### config.mk
export PLATFORM = sky130hd
export DESIGN_NAME = wb_port_arbiter
export DESIGN_NICKNAME = d
export VERILOG_FILES = /design/src/rtl/wb_port_arbiter.sv
export SDC_FILE = /design/constraint.sdc
export NUM_CORES = 1
export LEC_CHECK = 0
export CAP_MARGIN = 20
export CORE_UTILIZATION = 31
export DETAILED_ROUTE_END_ITERATION = 16
export GPL_ROUTABILITY_DRIVEN = 0
export PLACE_DENSITY = 0.75
export SLEW_MARGIN = 40
export SYNTH_ARGS = -nofsm -noshare
export SYNTH_HDL_FRONTEND = slang
export SYNTH_SLANG_ARGS = --single-unit
export TNS_END_PERCENT = 10
### constraint.sdc
create_clock -name clk -period 1.2 [get_ports clk]
set_clock_uncertainty 0.1 [all_clocks]
set_input_delay 0.12 -clock clk [delete_from_list [all_inputs] [get_ports clk]]
set_output_delay 0.12 -clock clk [all_outputs]
set_load 0.005 [all_outputs]
### src/rtl/wb_port_arbiter.sv
// rtl/wb_port_arbiter.sv - round-robin arbiter for the shared register-file write port
// Two producers (ALU, load return) compete for one registered writeback stage.
module wb_port_arbiter #(
  parameter int DATA_W = 16,
  parameter int ADDR_W = 3
) (
  input  logic              clk,
  input  logic              rst,
  input  logic              flush,
  input  logic              req0_valid,
  input  logic [DATA_W-1:0] req0_data,
  input  logic [ADDR_W-1:0] req0_addr,
  output logic              req0_ready,
  input  logic              req1_valid,
  input  logic [DATA_W-1:0] req1_data,
  input  logic [ADDR_W-1:0] req1_addr,
  output logic              req1_ready,
  output logic              mux_sel,
  output logic              out_valid,
  input  logic              out_ready,
  output logic [DATA_W-1:0] out_data,
  output logic [ADDR_W-1:0] out_addr,
  output logic              out_src
);

  logic              out_valid_q, out_valid_d;
  logic [DATA_W-1:0] out_data_q, out_data_d;
  logic [ADDR_W-1:0] out_addr_q, out_addr_d;
  logic              out_src_q, out_src_d;
  logic              last_grant_q, last_grant_d;

  logic              grant;
  logic              can_accept;
  logic              accept;
  logic [DATA_W-1:0] mux_data;
  logic [ADDR_W-1:0] mux_addr;

  // A lone requester always wins; on a tie (or idle) the one not served last is preferred.
  always_comb begin
    grant = ~last_grant_q;
    if (req0_valid && !req1_valid) begin
      grant = 1'b0;
    end else if (req1_valid && !req0_valid) begin
      grant = 1'b1;
    end
  end

  assign can_accept = !out_valid_q || out_ready;
  assign req0_ready = can_accept && !grant && req0_valid && !flush && !rst;
  assign req1_ready = can_accept &&  grant && req1_valid && !flush && !rst;
  assign accept     = req0_ready || req1_ready;

  assign mux_sel  = grant;
  assign mux_data = grant ? req1_data : req0_data;
  assign mux_addr = grant ? req1_addr : req0_addr;

  always_comb begin
    out_valid_d  = out_valid_q;
    out_data_d   = out_data_q;
    out_addr_d   = out_addr_q;
    out_src_d    = out_src_q;
    last_grant_d = last_grant_q;
    if (flush) begin
      out_valid_d = 1'b0;
    end else if (accept) begin
      out_valid_d  = 1'b1;
      out_data_d   = mux_data;
      out_addr_d   = mux_addr;
      out_src_d    = grant;
      last_grant_d = grant;
    end else if (out_ready) begin
      out_valid_d = 1'b0;
    end
  end

  // last_grant resets to 1 so that req0 takes the first tie.
  always_ff @(posedge clk) begin
    if (rst) begin
      out_valid_q  <= 1'b0;
      out_data_q   <= '0;
      out_addr_q   <= '0;
      out_src_q    <= 1'b0;
      last_grant_q <= 1'b1;
    end else begin
      out_valid_q  <= out_valid_d;
      out_data_q   <= out_data_d;
      out_addr_q   <= out_addr_d;
      out_src_q    <= out_src_d;
      last_grant_q <= last_grant_d;
    end
  end

  assign out_valid = out_valid_q;
  assign out_data  = out_data_q;
  assign out_addr  = out_addr_q;
  assign out_src   = out_src_q;

endmodule

==> results.json, run 1 <==
{
  "die_w_um": 58.8,
  "outcome": "finished with violations",
  "core_area_mm2": 0.00305,
  "whs_path_depth": 3,
  "min_from": "rst",
  "first_global_vias": 1218,
  "finalCritPeriodShare_pct": 115,
  "wl_met1_mm": 1.33,
  "rows": 20,
  "cts_root_buf": "clkbuf_4",
  "rr_endpoint": "out_data[14]$_SDFFE_PP0P_",
  "place_hpwl_mm": 2.44,
  "syn-num-nets": 171,
  "worstSetupPathType": "register to primary output",
  "setup_violations": 23,
  "avgRoutedWirePerCell_um": 13.1,
  "antennaDiodeCount": 0,
  "ys_ff_latch": 22,
  "hold_buffers": 0,
  "start_util_pct": 32.7,
  "relSlewSlack_pct": 86.8,
  "cpPeakStageDelay_ps": 360,
  "drt_wl_total_mm": 3.27,
  "yosysTopAreaCell": "dfxtp_1",
  "synthDominantCellAreaShare_pct": 44.1,
  "firstDrtPassIters": 4,
  "pwr_density_cell_mw_per_mm2": 983,
  "grt_pass1_wl_mm": 5.13,
  "layout.nets": 250,
  "wl_met3_um": 202,
  "mostFrequentLayoutCells": "clkdlybuf4s50_1 (40), dlygate4sd2_1 (23), nand2_1 (21), dfxtp_2 (21)",
  "rsz0062_at_grt": "yes",
  "place_area_mm2": 0.00178,
  "wl_met2_mm": 1.72,
  "yosysWarnings": 0,
  "synth_seq_area_share_pct": 44.1,
  "vias_per_cell": 4.88,
  "drive_gt1_share_pct": 27.3,
  "r2r_start": "last_grant_q$_SDFFE_PP1P_",
  "crit_arrival_ps": 1160,
  "maxCapViolations": 0,
  "switchingPower_uw": 453,
  "die-area_mm2": 0.00345,
  "clockPowerShare_pct": 30.9,
  "crit_fanout": 3,
  "grt_overflow": 0,
  "area_delta_synth_final_pct": 89.3,
  "antenna_found_initial": 0,
  "cp_data_required_time_ps": 980,
  "synth_area_leaders": "dfxtp_1 (44%), o31ai_1 (14%), a21oi_1 (11%), nor2_1 (8.3%), nand2_1 (7.9%)",
  "internal_power_uw": 1400,
  "syn_area_per_cell_um2": 7.86,
  "cts_buffer_depth": 2,
  "finalHoldViolCount": 0,
  "r2r_cells": 5,
  "violations": "negative setup slack",
  "cts_tree": "yes",
  "path_cells": "nand2b_4, nand3_4, a21o_1, inv_1, buf_2",
  "drc": 0,
  "startpoint_type": "register",
  "swShare_pct": 24.4,
  "design_area_mm2": 0.00189,
  "worstMarginPinSlew_ps": 197,
  "cts_buffers": 3,
  "drt_iter0_drc": 47,
  "vias": 1214,
  "layoutNonFillerInstCount": 249,
  "clock_latency_ps": 310,
  "fin_ws_ps": -179,
  "cts.sinks": 22,
  "cts.clk_slew.worst_paths_ps": 130,
  "pwr-share-seq_pct": 44.0,
  "top_layer": "met4",
  "p_leak_uw": 0.000840,
  "slowest_stage": "dfxtp_2",
  "die_y_um": 58.8,
  "numPlacedInstances": 243,
  "synth_cells": 127,
  "max_freq_mhz": 725,
  "postRouteAntennaNets": 0,
  "layout_commonest_cell": "clkdlybuf4s50_1",
  "power_uw": 1860,
  "post-place-ws_ps": -634,
  "fin_crit_ps": 1380,
  "gr-usage-all-layers_pct": 19.5,
  "netlist_area_um2": 998,
  "ir_drop_mv": 0.378,
  "pwr-share-comb_pct": 25.1,
  "whs_endpoint": "out_src$_SDFFE_PP0P_",
  "drv_slew": 0,
  "r2r_slack_ps": -110,
  "holdWs_ps": 187,
  "htreeDepth": 1,
  "hold_path_class": "input port to register",
  "end_kind": "primary output",
  "ios": 68,
  "synth_cell_types": 20,
  "port-buffer-count": 67,
  "grt_max_degree": 20
}
==> area by class of cell <==
type | instances | area [um2]
sequential | 22 | 467
timing repair buffer | 83 | 768
tap | 44 | 55.1
clock buffer | 3 | 22.5
inverter | 3 | 11.3
clock inverter | 1 | 30.0
fill | 293 | 1160
multi-input combinational | 93 | 537
==> cells in the mapped netlist <==
| cell type | n |
|---|---|
| a21o_1 | 1 |
| nand3_1 | 2 |
| nand2_1 | 21 |
| buf_2 | 4 |
| a21oi_4 | 1 |
| buf_4 | 2 |
| buf_6 | 1 |
| inv_1 | 2 |
| nor2_1 | 22 |
| o31ai_1 | 19 |
| a21boi_1 | 1 |
| a21oi_1 | 21 |
| a211o_1 | 1 |
| clkbuf_1 | 2 |
| nand2b_1 | 1 |
| nor2b_1 | 1 |
| dfxtp_1 | 22 |
| inv_2 | 1 |
| o21ba_2 | 1 |
| maj3_2 | 1 |
==> metal layers <==
layer	up-vias	GRT usage [%]
met5	-	0
met2	45	38.1
met1	573	19.9
met4	0	6.46
met3	2	4.62
li1	594	-
==> timing repair <==
| action | in CTS | in global routing |
|---|---|---|
| setup endpoints to repair | 44 | 26 |
| buffers inserted | 2 | 0 |
| pin swaps | 4 | 0 |
| resized for setup | 67 | 4 |
==> flip-flops by register name, indices dropped and copies added, names as in the netlist <==
signal,count
out_data,16
out_addr,3
last_grant_q,1
out_src,1
out_valid,1
==> through the flow <==
| stage | utilization [%] | setup TNS [ps] |
|---|---|---|
| after CTS | 61.4 | -1890 |
| after global routing | 61.9 | -3590 |
| after global placement | 58.2 | -11230 |
| after detailed placement | 58.2 | -11380 |
| final | 61.9 | -1990 |
| after floorplan | - | -16.1 |
==> critical path: cells and delay by family (launching register included) <==
kind	cells	cell delay, ps
buffers and inverters	2	150
DFF	1	360
and+or+nand+nor	2	160
AOI/OAI and AO/OA	1	180
==> power groups by stage <==
stage	sequential [uW]	combinational, uW	clock, uW
CTS	817	465	589
floorplan	829	164	0
global route	825	508	630
finish	818	466	574
detailed placement	826	481	0
global placement	822	472	0
==> how the worst max path moves through the flow <==
stage / end / cells after the start / from
floorplan: out_addr[0]$_SDFFE_PP0P_ / 5 / last_grant_q$_SDFFE_PP1P_
global placement: req1_ready / 6 / rst
detailed placement: req1_ready / 6 / out_ready
CTS: out_data[8] / 1 / out_data[8]$_SDFFE_PP0P_
global route: req1_ready / 5 / out_valid$_SDFFE_PP0P_
finish: req1_ready / 5 / out_valid$_SDFFE_PP0P_
==> cell families after synthesis <==
family / Yosys count / synth area share, %
AND/OR/NAND/NOR: 47 / 18.4
flip-flops: 22 / 44.1
buffers and inverters: 12 / 6.52
adder cells (fa/ha/maj): 1 / 1.13
AO/OA/AOI/OAI: 45 / 29.8
No activity file was read; power rests on OpenSTA's default activity.
==> run 2: changes to the inputs <==
--- a/config.mk
+++ b/config.mk
@@ -5,11 +5,12 @@
 export SDC_FILE = /design/constraint.sdc
 export NUM_CORES = 1
 export LEC_CHECK = 0
+export ABC_AREA = 1
 export CAP_MARGIN = 20
-export CORE_UTILIZATION = 31
+export CORE_UTILIZATION = 35
 export DETAILED_ROUTE_END_ITERATION = 16
 export GPL_ROUTABILITY_DRIVEN = 0
-export PLACE_DENSITY = 0.75
+export PLACE_DENSITY = 0.76
 export SLEW_MARGIN = 40
 export SYNTH_ARGS = -nofsm -noshare
 export SYNTH_HDL_FRONTEND = slang
==> results.json, run 2 <==
{
  "switchingPower_uw": 504,
  "startpoint": "last_grant_q$_SDFFE_PP1P_",
  "holdWs_ps": 381,
  "avgRoutedWirePerCell_um": 10.8,
  "relSlewSlack_pct": 85.5,
  "area_delta_synth_final_pct": 68.4,
  "ir_drop_mv": 0.678,
  "rows": 21,
  "cts_buffer_depth": 2,
  "cts.clk_slew.worst_paths_ps": 70,
  "met1_usage_pct": 21.7,
  "netlist_area_mm2": 0.00129,
  "drt_iter0_drc": 75,
  "synth_cells": 214,
  "rr_endpoint": "out_addr[0]$_SDFFE_PP0P_",
  "drt_wl_total_mm": 3.61,
  "grt_pass1_wl_mm": 6.02,
  "pwr-share-comb_pct": 32.7,
  "antenna_found_initial": 0,
  "postRouteAntennaNets": 0,
  "synth-edff-count": 0,
  "numPlacedInstances": 327,
  "start_util_pct": 37.4,
  "die_w_um": 62.7,
  "rsz0062_at_grt": "yes",
  "max_freq_mhz": 722,
  "synthDominantCellAreaShare_pct": 34.2,
  "mostFrequentLayoutCells": "nand2_1 (59), clkdlybuf4s50_1 (43), nand3_1 (39)",
  "clock_latency_ps": 250,
  "layout.nets": 335,
  "busiest_layer": "met2",
  "drv_slew": 0,
  "fin_crit_ps": 1390,
  "async_reset_ff_share_pct": 0,
  "yosysTopAreaCell": "dfxtp_1",
  "end_kind": "register",
  "use_met3_pct": 4.01,
  "syn-num-nets": 258,
  "gr-usage-all-layers_pct": 19.1,
  "hold_buffers": 0,
  "swShare_pct": 27.2,
  "whs_endpoint": "last_grant_q$_SDFFE_PP1P_",
  "r2r_cells": 9,
  "synthTopCellsByCount": "nand2_1 (63), nor2_1 (43), nand3_1 (39), inv_1 (24), dfxtp_1 (22)",
  "finalHoldViolCount": 0,
  "worstSetupPathType": "register to register",
  "grt_overflow": 0,
  "internal_power_uw": 1350,
  "finalCritPeriodShare_pct": 115,
  "synth-main-ff-cell": "dfxtp_1",
  "outcome": "finished with violations",
  "htreeDepth": 1,
  "first_global_vias": 1345,
  "syn_area_per_cell_um2": 6.02,
  "p_leak_uw": 0.00112,
  "layoutNonFillerInstCount": 335,
  "die_y_um": 62.7,
  "path_cells": "nand2_2, nand2_2, buf_6, buf_6, inv_8, o21ai_4, buf_6, nor2_1, nor2_1",
  "ys_ff_latch": 22,
  "hold_path_class": "register to register",
  "cts_root_buf": "clkbuf_8",
  "crit_arrival_ps": 1480,
  "worstMarginPinSlew_ps": 217,
  "crit_fanout": 8,
  "drive_gt1_share_pct": 16.3,
  "startpoint_type": "register",
  "cp_data_required_time_ps": 1290,
  "cts_tree": "yes",
  "die-area_mm2": 0.00393,
  "fillers": 336,
  "setup_violations": 24,
  "drc": 0,
  "r2r_slack_ps": -190,
  "vias_per_cell": 4.48,
  "cpPeakStageDelay_ps": 350,
  "synth_area_leaders": "dfxtp_1 (34%), nand2_1 (18%), nand3_1 (15%), nor2_1 (13%), inv_1 (7.0%)",
  "vias": 1501,
  "antennaDiodeCount": 0,
  "pwr-share-seq_pct": 43.6,
  "cts_buffers": 3,
  "cts.sinks": 22,
  "yosys.cell_count.top_type": "nand2_1",
  "grt_max_degree": 22,
  "violations": "negative setup slack",
  "r2r_start": "last_grant_q$_SDFFE_PP1P_",
  "firstDrtPassIters": 4,
  "fin_ws_ps": -186,
  "core_area_mm2": 0.00344,
  "port-buffer-count": 67,
  "slowest_stage": "dfxtp_2",
  "synth_cell_types": 16,
  "synth_seq_area_share_pct": 34.2,
  "min_from": "last_grant_q$_SDFFE_PP1P_",
  "whs_path_depth": 2,
  "layout_commonest_cell": "nand2_1",
  "place_hpwl_mm": 2.54,
  "ios": 68,
  "crit_top_cell": "buf_6",
  "clockPowerShare_pct": 23.7,
  "grt.met2_usage_pct": 36.5,
  "pwr_density_cell_mw_per_mm2": 853,
  "maxCapViolations": 0,
  "yosysWarnings": 0,
  "largest_reg_flops": 16
}
-- run 2: cell count changes in the layout (fill, tap and decap cells not counted), sizes merged, moves of 19 or more --
cell   change
nand3     +37
o31ai     -19
a21oi     -19
nand2     +45
nor2      +22
inv       +23
-- run 2: cells by family (layout without fill, tap and decap cells) --
kind of cell	Yosys count	in the layout	synth area share, %
and+or+nand+nor	149	149	48.7
AOI/OAI and AO/OA	4	4	1.84
DFF	22	22	34.2
buffers and inverters	39	114	15.2
-- run 2: worst max-delay path by stage --
stage / depth (start not counted) / to / slack (ps)
final: 9 / out_addr[0]$_SDFFE_PP0P_ / -190
after global routing: 9 / out_addr[0]$_SDFFE_PP0P_ / -260
after CTS: 9 / out_addr[0]$_SDFFE_PP0P_ / -200
after detailed placement: 6 / req0_ready / -580
after global placement: 6 / req0_ready / -550
after floorplan: 8 / out_data[13]$_SDFFE_PP0P_ / 2
-- run 2: stage by stage --
| stage | power, uW | setup TNS (ps) | area (um2) | util [%] | worst slack (ps) |
|---|---|---|---|---|---|
| 6_report | 1850 | -3510 | 2170 | 63.1 | -186 |
| 3_3_place_gp | 1390 | -10270 | 2020 | 58.6 | -553 |
| 5_1_grt | 1970 | -5510 | 2170 | 63.1 | -257 |
| 3_5_place_dp | 1400 | -10890 | 2020 | 58.6 | -582 |
| 4_1_cts | 1840 | -3830 | 2120 | 61.7 | -199 |
| 2_1_floorplan | 1090 | 0 | 1290 | - | 2.40 |
-- run 2: layout make-up --
| class | instances | area [um2] | share of cell area (%) |
|---|---|---|---|
| Inverter | 26 | 105 | 4.84 |
| Tap cell | 46 | 57.6 | 2.65 |
| Timing Repair Buffer | 85 | 813 | 37.5 |
| Multi-Input combinational cell | 153 | 708 | 32.6 |
| Sequential cell | 22 | 445 | 20.5 |
| Clock buffer | 3 | 41.3 | 1.90 |
-- run 2: metal layers --
| metal | wire (um) | up-vias |
|---|---|---|
| met5 | 0 | - |
| met4 | 30 | 0 |
| met3 | 148 | 4 |
| met2 | 1870 | 37 |
| met1 | 1570 | 657 |
| li1 | - | 803 |
-- run 2: repair_timing --
action,in CTS,in global routing
setup buffers,3,1
resized for setup,58,12
endpoints found under the hold margin,0,0
setup endpoints to repair,44,27
gates cloned,1,0
pin swaps,24,5
-- run 2: power groups by stage --
stage	clock, uW	sequential [uW]	combinational, uW
CTS	446	808	587
global placement	0	823	567
floorplan	0	830	262
finish	438	807	606
global route	484	815	674
detailed placement	0	825	573
-- run 2: worst max-delay path: cells and delay by family (launching register included) --
kind | cells | cell delay (ps)
buffers and inverters | 4 | 420
AND/OR/NAND/NOR | 4 | 270
flip-flops | 1 | 350
AO/OA/AOI/OAI | 1 | 180
